### src/rtl/onehot_strobe_decoder_pkg.sv
// onehot_strobe_decoder_pkg: shared defaults and FSM state encoding
package onehot_strobe_decoder_pkg;
  localparam int IDX_W_DEF = 4;
  localparam int LEN_W_DEF = 4;
  localparam int DEPTH_DEF = 4;
  localparam logic [1:0] ST_IDLE  = 2'd0;
  localparam logic [1:0] ST_DRIVE = 2'd1;
  localparam logic [1:0] ST_GAP   = 2'd2;
endpackage

### src/rtl/onehot_strobe_decoder_if.sv
// onehot_strobe_decoder_if: command port and strobe outputs of the decoder
interface onehot_strobe_decoder_if
  import onehot_strobe_decoder_pkg::*;
#(
  parameter int IDX_W = IDX_W_DEF,
  parameter int LEN_W = LEN_W_DEF,
  parameter int DEPTH = DEPTH_DEF
);
  logic                       in_valid;
  logic                       in_ready;
  logic [IDX_W-1:0]           in_idx;
  logic [LEN_W-1:0]           in_len;
  logic [(1<<IDX_W)-1:0]      out_onehot;
  logic                       out_valid;
  logic                       busy;
  logic [$clog2(DEPTH):0]     fifo_count;
  modport master (
    output in_valid, in_idx, in_len,
    input  in_ready, out_onehot, out_valid, busy, fifo_count
  );
  modport slave (
    input  in_valid, in_idx, in_len,
    output in_ready, out_onehot, out_valid, busy, fifo_count
  );
endinterface

### src/rtl/onehot_strobe_decoder_sync_fifo.sv
// sync_fifo: circular command buffer with occupancy count
module sync_fifo #(
  parameter int W     = 8,
  parameter int DEPTH = 4,
  parameter int PW    = $clog2(DEPTH),
  parameter int CW    = $clog2(DEPTH) + 1
) (
  input  logic          clk,
  input  logic          rst_n,
  input  logic          push,
  input  logic          pop,
  input  logic [W-1:0]  wdata,
  output logic [W-1:0]  rdata,
  output logic [CW-1:0] count,
  output logic          full,
  output logic          empty
);
  logic [W-1:0]  mem [DEPTH];
  logic [PW-1:0] wr_ptr, rd_ptr;
  logic          do_push, do_pop;
  assign full    = count == CW'(DEPTH);
  assign empty   = count == '0;
  assign do_push = push && !full;
  assign do_pop  = pop && !empty;
  assign rdata   = mem[rd_ptr];
  // pointers wrap naturally because DEPTH is a power of two
  always_ff @(posedge clk or negedge rst_n) begin
    if (!rst_n) begin
      wr_ptr <= '0;
      rd_ptr <= '0;
      count  <= '0;
    end else begin
      wr_ptr <= wr_ptr + PW'(do_push);
      rd_ptr <= rd_ptr + PW'(do_pop);
      count  <= count + CW'(do_push) - CW'(do_pop);
    end
  end
  // storage needs no reset; only entries below count are ever read
  always_ff @(posedge clk) begin
    if (do_push) mem[wr_ptr] <= wdata;
  end
endmodule

### src/rtl/onehot_strobe_decoder.sv
// onehot_strobe_decoder: turns queued (index, length) commands into timed one-hot strobes
module onehot_strobe_decoder
  import onehot_strobe_decoder_pkg::*;
#(
  parameter int IDX_W = IDX_W_DEF,
  parameter int LEN_W = LEN_W_DEF,
  parameter int DEPTH = DEPTH_DEF
) (
  input logic CLK,
  input logic RST_N,
  onehot_strobe_decoder_if.slave bus
);
  localparam int W  = 1 << IDX_W;
  localparam int CW = $clog2(DEPTH) + 1;
  logic [IDX_W+LEN_W-1:0] head;
  logic [IDX_W-1:0]       h_idx;
  logic [LEN_W-1:0]       h_len;
  logic [LEN_W-1:0]       rem;
  logic [1:0]             state;
  logic [W-1:0]           onehot;
  logic [CW-1:0]          count;
  logic                   full, empty, pop;
  assign {h_idx, h_len} = head;
  assign pop = !empty && (state == ST_IDLE || state == ST_GAP);
  sync_fifo #(.W(IDX_W + LEN_W), .DEPTH(DEPTH)) u_fifo (
    .clk   (CLK),
    .rst_n (RST_N),
    .push  (bus.in_valid),
    .pop   (pop),
    .wdata ({bus.in_idx, bus.in_len}),
    .rdata (head),
    .count (count),
    .full  (full),
    .empty (empty)
  );
  // strobe sequencer: load on pop, count down while driving, one forced idle cycle after
  always_ff @(posedge CLK or negedge RST_N) begin
    if (!RST_N) begin
      state  <= ST_IDLE;
      onehot <= '0;
      rem    <= '0;
    end else if (pop) begin
      state  <= ST_DRIVE;
      onehot <= W'(1) << h_idx;
      rem    <= (h_len == '0) ? '0 : h_len - 1'b1;
    end else if (state == ST_DRIVE) begin
      state  <= (rem == '0) ? ST_GAP : ST_DRIVE;
      onehot <= (rem == '0) ? '0 : onehot;
      rem    <= (rem == '0) ? rem : rem - 1'b1;
    end else begin
      state  <= ST_IDLE;
      onehot <= '0;
    end
  end
  assign bus.in_ready   = !full;
  assign bus.out_onehot = onehot;
  assign bus.out_valid  = |onehot;
  assign bus.busy       = (state != ST_IDLE) || !empty;
  assign bus.fifo_count = count;
endmodule

### src/flat_wrapper.sv
// flat-port wrapper written by rule: the top's interface ports become plain ports
module onehot_strobe_decoder_flat import onehot_strobe_decoder_pkg::*;
#(
  parameter int IDX_W = IDX_W_DEF,
  parameter int LEN_W = LEN_W_DEF,
  parameter int DEPTH = DEPTH_DEF
)
  (CLK, RST_N, bus_in_valid, bus_in_idx, bus_in_len, bus_in_ready, bus_out_onehot, bus_out_valid, bus_busy, bus_fifo_count);
  onehot_strobe_decoder_if #(.IDX_W(IDX_W), .LEN_W(LEN_W), .DEPTH(DEPTH)) bus_i ();
  input logic CLK;
  input logic RST_N;
  input wire logic [$bits(bus_i.in_valid)-1:0] bus_in_valid;
  input wire logic [$bits(bus_i.in_idx)-1:0] bus_in_idx;
  input wire logic [$bits(bus_i.in_len)-1:0] bus_in_len;
  output wire logic [$bits(bus_i.in_ready)-1:0] bus_in_ready;
  output wire logic [$bits(bus_i.out_onehot)-1:0] bus_out_onehot;
  output wire logic [$bits(bus_i.out_valid)-1:0] bus_out_valid;
  output wire logic [$bits(bus_i.busy)-1:0] bus_busy;
  output wire logic [$bits(bus_i.fifo_count)-1:0] bus_fifo_count;
  assign bus_i.in_valid = bus_in_valid;
  assign bus_i.in_idx = bus_in_idx;
  assign bus_i.in_len = bus_in_len;
  assign bus_in_ready = bus_i.in_ready;
  assign bus_out_onehot = bus_i.out_onehot;
  assign bus_out_valid = bus_i.out_valid;
  assign bus_busy = bus_i.busy;
  assign bus_fifo_count = bus_i.fifo_count;
  onehot_strobe_decoder #(.IDX_W(IDX_W), .LEN_W(LEN_W), .DEPTH(DEPTH)) u_core (.CLK(CLK), .RST_N(RST_N), .bus(bus_i));
endmodule
### config.mk
export PLATFORM = sky130hd
export DESIGN_NAME = onehot_strobe_decoder_flat
export DESIGN_NICKNAME = d
export VERILOG_FILES = /design/src/rtl/onehot_strobe_decoder_pkg.sv /design/src/rtl/onehot_strobe_decoder_if.sv /design/src/rtl/onehot_strobe_decoder_sync_fifo.sv /design/src/rtl/onehot_strobe_decoder.sv /design/src/flat_wrapper.sv
export SDC_FILE = /design/constraint.sdc
export NUM_CORES = 1
export LEC_CHECK = 0
export ABC_AREA = 1
export CELL_PAD_IN_SITES_DETAIL_PLACEMENT = 2
export CELL_PAD_IN_SITES_GLOBAL_PLACEMENT = 2
export CORE_MARGIN = 1.5
export CORE_UTILIZATION = 38
export CTS_BUF_LIST = sky130_fd_sc_hd__clkbuf_16
export CTS_CLUSTER_DIAMETER = 50
export DETAILED_ROUTE_END_ITERATION = 6
export PLACE_DENSITY = 0.93
export SYNTH_ARGS = -nofsm -noshare
export SYNTH_HDL_FRONTEND = slang
export SYNTH_SLANG_ARGS = --single-unit
### constraint.sdc
create_clock -name CLK -period 4.6 [get_ports CLK]
set_input_delay 0.46 -clock CLK [delete_from_list [all_inputs] [get_ports CLK]]
set_output_delay 0.46 -clock CLK [all_outputs]
set_load 0.03 [all_outputs]
# Word-level counts from Yosys, hierarchy flattened

Memory sizes are Yosys's and may differ from the RTL's.
Cells that the tools add are included.

Output and inout port bits: 22
RAM bits: 32
Bits of input ports: 11
Latch bits: 0
Memories: 1
Bits in registers: 29
ROM bits: 0

Memory list:

| name              | words | bits a word | read ports | clocked after Yosys merged registers in | wr ports | line                                  | text |
|---|---|---|---|---|---|---|---|
| u_core.u_fifo.mem | 4     | 8           | 1          | 0                                       | 1        | onehot_strobe_decoder_sync_fifo.sv:18 | `logic [W-1:0] mem [DEPTH];` |

Div/mod/pow operators: 0
$lt $le $gt $ge: 0
Mux-type cells: 12
Eq/ne operators: 5
Bitwise gates (word level): 0
$add $sub $neg: 6
Reduce and logical (&&, ||, !) cells: 15
Shifts and indexed selects: 1
Multipliers: 0

Operators by type and width:

| cell                                              | count |
|---|---|
| 2-to-1 mux 16 bit                                 | 3 |
| 2-to-1 mux 4 bit                                  | 4 |
| OR reduction 16 bit                               | 1 |
| << shifter 1 x 4 -> 16 bit (first input constant) | 1 |
| zero test 4 bit                                   | 2 |
| subtractor 4 x 1 -> 4 bit (second input constant) | 2 |
| 2-to-1 mux 2 bit                                  | 3 |
| adder 2 x 1 -> 2 bit                              | 2 |
| nonzero test 2 bit                                | 2 |
| adder 3 x 1 -> 3 bit                              | 1 |
| == test 3 bit (second input constant)             | 1 |
| logical AND 1 bit                                 | 3 |
| zero test 3 bit                                   | 1 |
| != test 3 bit (second input constant)             | 1 |
| subtractor 3 x 1 -> 3 bit                         | 1 |
| == test 2 x 1 -> 1 bit (second input constant)    | 1 |
| == test 2 bit (second input constant)             | 1 |
| zero test 1 bit                                   | 2 |
| zero test 2 bit                                   | 1 |
| logical OR 1 bit                                  | 2 |
| 2-to-1 mux 1 bit                                  | 2 |
| != test 2 bit (second input constant)             | 1 |
| AND reduction 2 bit                               | 1 |

# Longest topological paths before layout

Depth after elaboration: 5
Mapped depth: 11

# Modules after synthesis

Synthesis repeated with hierarchy kept, for this count alone.

Cells, all modules: 271
Area, all modules: 2,797.7 µm²

Modules (own cells, without submodules):

| module                | seq. area each (µm²) | cells each | times used | area each (µm²) |
|---|---|---|---|---|
| sync_fifo             | 1,136.1              | 131        | 1          | 1,629.1 |
| onehot_strobe_decoder | 550.5                | 140        | 1          | 1,168.6 |

# Worst setup path before layout

Ideal clock, no wire load.

Kind: register to register
Start point: reg u_core.u_fifo.count[1]
End point: reg u_core.u_fifo.count[2]
Stages on the path, launching flop included: 10
Data arrival time: 2,050 ps
Path slack: 2,421 ps
Period minus slack after synthesis: 2,179 ps
Path buffers: 0
Path through: dfrtp_1 > inv_1 > nand3_1 > nand2_1 > inv_1 > nand2_1 > nand2_1 > ha_1 > fa_1 > xor2_1

Cells in the longest elaborated chain, start to end: 5
Elaborated cells on any way between the ends: 9
Those cells by class: 2 x add/sub; 1 x eq/ne; 6 x reduce/logical

RTL lines:

| item                      | line                                  | text |
|---|---|---|
| start, declared           | onehot_strobe_decoder_sync_fifo.sv:14 | `output logic [CW-1:0] count,` |
| start signal, assigned    | onehot_strobe_decoder_sync_fifo.sv:35 | `count <= count + CW'(do_push) - CW'(do_pop);` |
| == test 3 bit             | onehot_strobe_decoder_sync_fifo.sv:21 | `assign full = count == CW'(DEPTH);` |
| zero test 1 bit           | n/a                                   |  |
| named net bus_in_ready    | flat_wrapper.sv:15                    | `output wire logic [$bits(bus_i.in_ready)-1:0] bus_in_ready;` |
| logical AND 1 bit         | onehot_strobe_decoder_sync_fifo.sv:23 | `assign do_push = push && !full;` |
| adder 3 x 1 -> 3 bit      | onehot_strobe_decoder_sync_fifo.sv:35 |  |
| subtractor 3 x 1 -> 3 bit | onehot_strobe_decoder_sync_fifo.sv:35 |  |

The timed path passes the listed nets, and every way through them passes these cells.
A chain may end at the register's enable or synchronous reset.

# Worst setup path after layout

Start point: reg u_core.onehot[9] (netlist: u_core.bus.out_onehot[9])
End point: out bus_out_valid

Cells in the longest elaborated chain, start to end: 1

RTL lines:

| item                   | line                        | text |
|---|---|---|
| start, declared        | onehot_strobe_decoder.sv:20 | `logic [W-1:0] onehot;` |
| start signal, assigned | onehot_strobe_decoder.sv:44 | `onehot <= W'(1) << h_idx;` |
| start signal, assigned | onehot_strobe_decoder.sv:48 | `onehot <= (rem == '0) ? '0 : onehot;` |
| OR reduction 16 bit    | onehot_strobe_decoder.sv:57 | `assign bus.out_valid = \|onehot;` |
| end, declared          | flat_wrapper.sv:17          | `output wire logic [$bits(bus_i.out_valid)-1:0] bus_out_valid;` |

Every way passes these cells.

==> results by stage <==
Worst setup path:
- The arrival time of data at the critical path endpoint is 1.86 ns.
- Of all nets on the critical path, the largest fanout is 3.
- The critical path capture point type is a primary output.
- The worst endpoint required time is 4.14 ns.
- The worst setup path is launched from a flop.
- The worst register-to-register path begins at u_core.u_fifo.count[2].
- By startpoint and endpoint, the worst setup path is classified as flop to primary output.
- In this run the worst setup path begins at u_core.bus.out_onehot[9].

STA:
- Derived from the worst setup path, the maximum achievable clock frequency is 431 MHz.
- The final count of hold timing violations is 0.
- After routing, the total negative slack on setup checks comes to 0 ns.
- The remaining max-slew budget at the tightest pin is 0.120.
- The slew of the pin with the lowest slew margin is ~1.3 ns.
- Dividing the final minimum period by the clock period gives 0.504.
- Setup repair after global routing left no endpoint under its margin.
- The largest clock skew in the final design is 0.00460 ns.
- The final count of pins violating max slew is 0.
- Setup violations remaining at the end of the flow were counted as 0.
- The worst path needs 2.32 ns of the cycle, external delays included.
- The tightest hold path in the finished design has a slack of approximately 0.45 ns.

Floorplan:
- The number of rows created at floorplan is 30.
- From bottom edge to top edge, the die measures between 80 and 90 um.
- The count of pins on the block boundary is 33.
- The total area inside the core boundary comes to between 0.006 and 0.007 mm2.
- The initial standard-cell utilization of the core is 0.401.
- The floorplan die area is 0.00780 mm2.
- The die width is 88.3 um.

Routing:
- The total wire length is 7.34 mm.
- In this run the remaining antenna-violating nets after routing total 0.
- The average vias per placed instance is 4.97.
- The via count is 2014.
- After detailed routing, the average wire length per cell comes to around 18 um.
- The DRC violation count after routing is 0.
- The number of iterations in the first detailed-routing pass is 4.
- The first-iteration detailed-routing DRC count is 62.

Global route:
- The global router's overall resource usage is 0.215.
- The first global-routing pass estimated between 10 and 15 mm of wire.
- For this run the aggregate overflow at the end of global routing stands at 0.
- Entering global routing, the biggest net connects 30 pins.
- The number of global-route vias before repair was 2264.
- The initial antenna violation count is 0.

Clock network:
- Clock tree synthesis inserted a total of 9 buffers.
- Clock-pin slew was measured on the worst setup and hold paths at roughly 0.050 ns.
- The H-tree was split into 3 levels.
- The number of buffers on the longest clock path is 2.
- Clock tree synthesis found a total of 61 sinks.
- After clock tree synthesis, the setup repair step added 0 buffers.
- The number of hold buffers added after cts is 0.
- After clock tree synthesis, the repair step resized 0 gates.
- The clock reaches the later pin of the worst-skew pair after 0.32 ns.
- The clock tree from TritonCTS is done.
- Clock tree synthesis selected as its root buffer the cell clkbuf_16.

Synthesis:
- After synthesis, the share of flip-flops with an asynchronous set or reset is 0.475.
- Of the post-synthesis cell area, the dominant cell type holds 0.347.
- The commonest register cell after synthesis is edfxtp_1.
- By area the synthesized netlist is led by edfxtp_1, dfrtp_1, nand2_1.
- Summed over all instances, the cell type with the most area after synthesis is edfxtp_1.
- The synthesis warning total is 0.
- The synthesized area per cell is between 10 and 15 um2.
- Counting flops with a built-in enable in the synthesized netlist gives 32.
- The post-synthesis cell type count is 30.
- Synthesis produced between 200 and 300 cells.
- The share of the Yosys chip area taken by registers is 0.609.
- The mapped netlist covers 0.00277 mm2.
- The total of flip-flops plus latches after synthesis is 61.
- Counting every net in the synthesized netlist gives about 280.

Power and ir drop:
- The internal portion of total power is approximately 1600 uW.
- The maximum ir drop on the vdd rail is between 200 and 300 uV.
- In this run the power density over the cells is 843 mW/mm2.
- The share of total power dissipated in the clock network is 0.221.
- The relative contribution of sequential cells to total power is 0.318.
- Of the total power, combinational logic draws 0.461.
- Summed over all nets, the switching power comes to 1260 uW.
- The analysis attributes to cell leakage a power of 0.00147 uW.
- Of the total power, the share spent switching nets is 0.436.

Layout:
- Of the cells placed in the final design, the portion with a size suffix greater than 1 is 0.107.
- The total inserted antenna cells is 0.
- Relative to the synthesized area, the layout overhead comes to 24.0%.
- The multi-input gate area in the final layout is 852 um2.
- Counting the fill cells in the layout gives 729.
- The number of nets in the layout is 320.
- The utilization after layout is 0.497.
- The post-route cell area is 0.00343 mm2.
- The register area is approximately 0.0017 mm2.
- The final standard cell count with taps included and fillers excluded is slightly above 400.

Worst hold path:
- The class of the worst hold path is flop to flop.
- The startpoint identified for the worst hold timing path is u_core.state[1].

Placed design:
- The placer congestion estimate is between 0.7 and 0.8.
- After detailed placement, the design holds a cell count of 389.
- The HPWL after detailed placement is approximately 5.3 mm.
- The count of buffers from port buffering is 32.
- Once placement finished, the instance area stood at 0.00315 mm2.

Job:
- The max-cap check violation count is 0.

Run status:
- The run finished with clean final reports.
metrics by stage:
step | setup slack, ns | power (uW)
finish | 2.28 | 2890
global route | 2.06 | 3090
CTS | 2.24 | 2930
detailed placement | 2.07 | 2250
global placement | 2.34 | 2140
floorplan | 2.42 | 1810
per-layer routing:
layer / vias up / wire (um) / global-route usage
li1: 962 / - / -
met4: 0 / 136 / 0.0838
met2: 43 / 3800 / 0.370
met1: 994 / 3210 / 0.270
met5: - / 0 / 0
met3: 15 / 194 / 0.0382
registers in the layout, indices dropped and copies added (netlist names):
name,cells
u_core.u_fifo.rd_ptr,2
u_core.bus.out_onehot,16
u_core.state,2
u_core.u_fifo.count,3
u_core.u_fifo.mem,32
u_core.rem,4
u_core.u_fifo.wr_ptr,2
layout by cell type (no fill, tap or decap):
cell / Yosys / layout
clkdlybuf4s50_1: 0 / 32
buf_4: 1 / 1
fa_1: 1 / 1
edfxtp_1: 32 / 32
bufinv_16: 0 / 1
o21ai_1: 2 / 2
o21ai_0: 3 / 3
xnor2_1: 1 / 1
inv_6: 1 / 1
nand3_1: 16 / 16
ha_1: 4 / 4
xor2_1: 5 / 5
and2_1: 1 / 1
nand4_1: 2 / 2
a21oi_1: 3 / 3
nand2_4: 1 / 1
dfrtp_1: 29 / 29
nor2_1: 16 / 16
nor3_1: 5 / 5
clkbuf_16: 0 / 9
nand2_1: 62 / 62
inv_2: 2 / 2
clkinv_1: 0 / 3
inv_1: 39 / 39
nand2_2: 5 / 5
o22ai_1: 16 / 16
nand3_2: 5 / 5
clkinv_2: 0 / 3
nand3b_4: 1 / 1
o21ai_2: 1 / 1
nor4_1: 4 / 4
a21oi_2: 3 / 3
synthesized netlist by cell type (5+ instances only):
cell type	n
dfrtp_1	29
xor2_1	5
nor2_1	16
nand2_1	62
nand3_1	16
nor3_1	5
o22ai_1	16
nand3_2	5
inv_1	39
nand2_2	5
edfxtp_1	32
worst paths after layout:
check | to | slack (ns) | cells past startpoint
setup / recovery | bus_out_valid | 2.28 | 3
hold / removal | u_core.state[1] | 0.45 | 1
setup reg to reg | u_core.u_fifo.count[2] | 2.29 | 9
hold reg to reg | u_core.state[1] | 0.45 | 1
max in group asynchronous | u_core.rem[1] | 3.78 | 2
min in group asynchronous | u_core.bus.out_onehot[2] | 0.53 | 2
power by group through the flow:
stage | Clock (uW) | Combinational (uW) | Sequential [uW]
floorplan | 0 | 823 | 985
global placement | 0 | 1240 | 905
CTS | 652 | 1350 | 922
detailed placement | 0 | 1320 | 928
global route | 672 | 1480 | 942
finish | 640 | 1330 | 919
kinds of logic after synthesis:
family,Yosys count,share of synthesized area
AOI/OAI and AO/OA,28,0.0633
DFF,61,0.609
buffers and inverters,49,0.0827
xor gates and xnor gates,6,0.0190
and+or+nand+nor,118,0.200
adders and majority gates,5,0.0253
area by class of cell:
cell class / count / area share
Tap cell: 96 / 0.0350
Clock inverter: 7 / 0.0164
Multi-Input combinational cell: 157 / 0.248
Clock buffer: 9 / 0.0656
Timing Repair Buffer: 33 / 0.0956
Sequential cell: 61 / 0.492
Inverter: 42 / 0.0474
worst max-delay path, stage by stage, from the launching register on:
cell	delay, ns
dfrtp_1	0.40
nor4_1	0.38
nand4_1	0.15
clkdlybuf4s50_1	0.62
(Power assumes the default switching activity.)
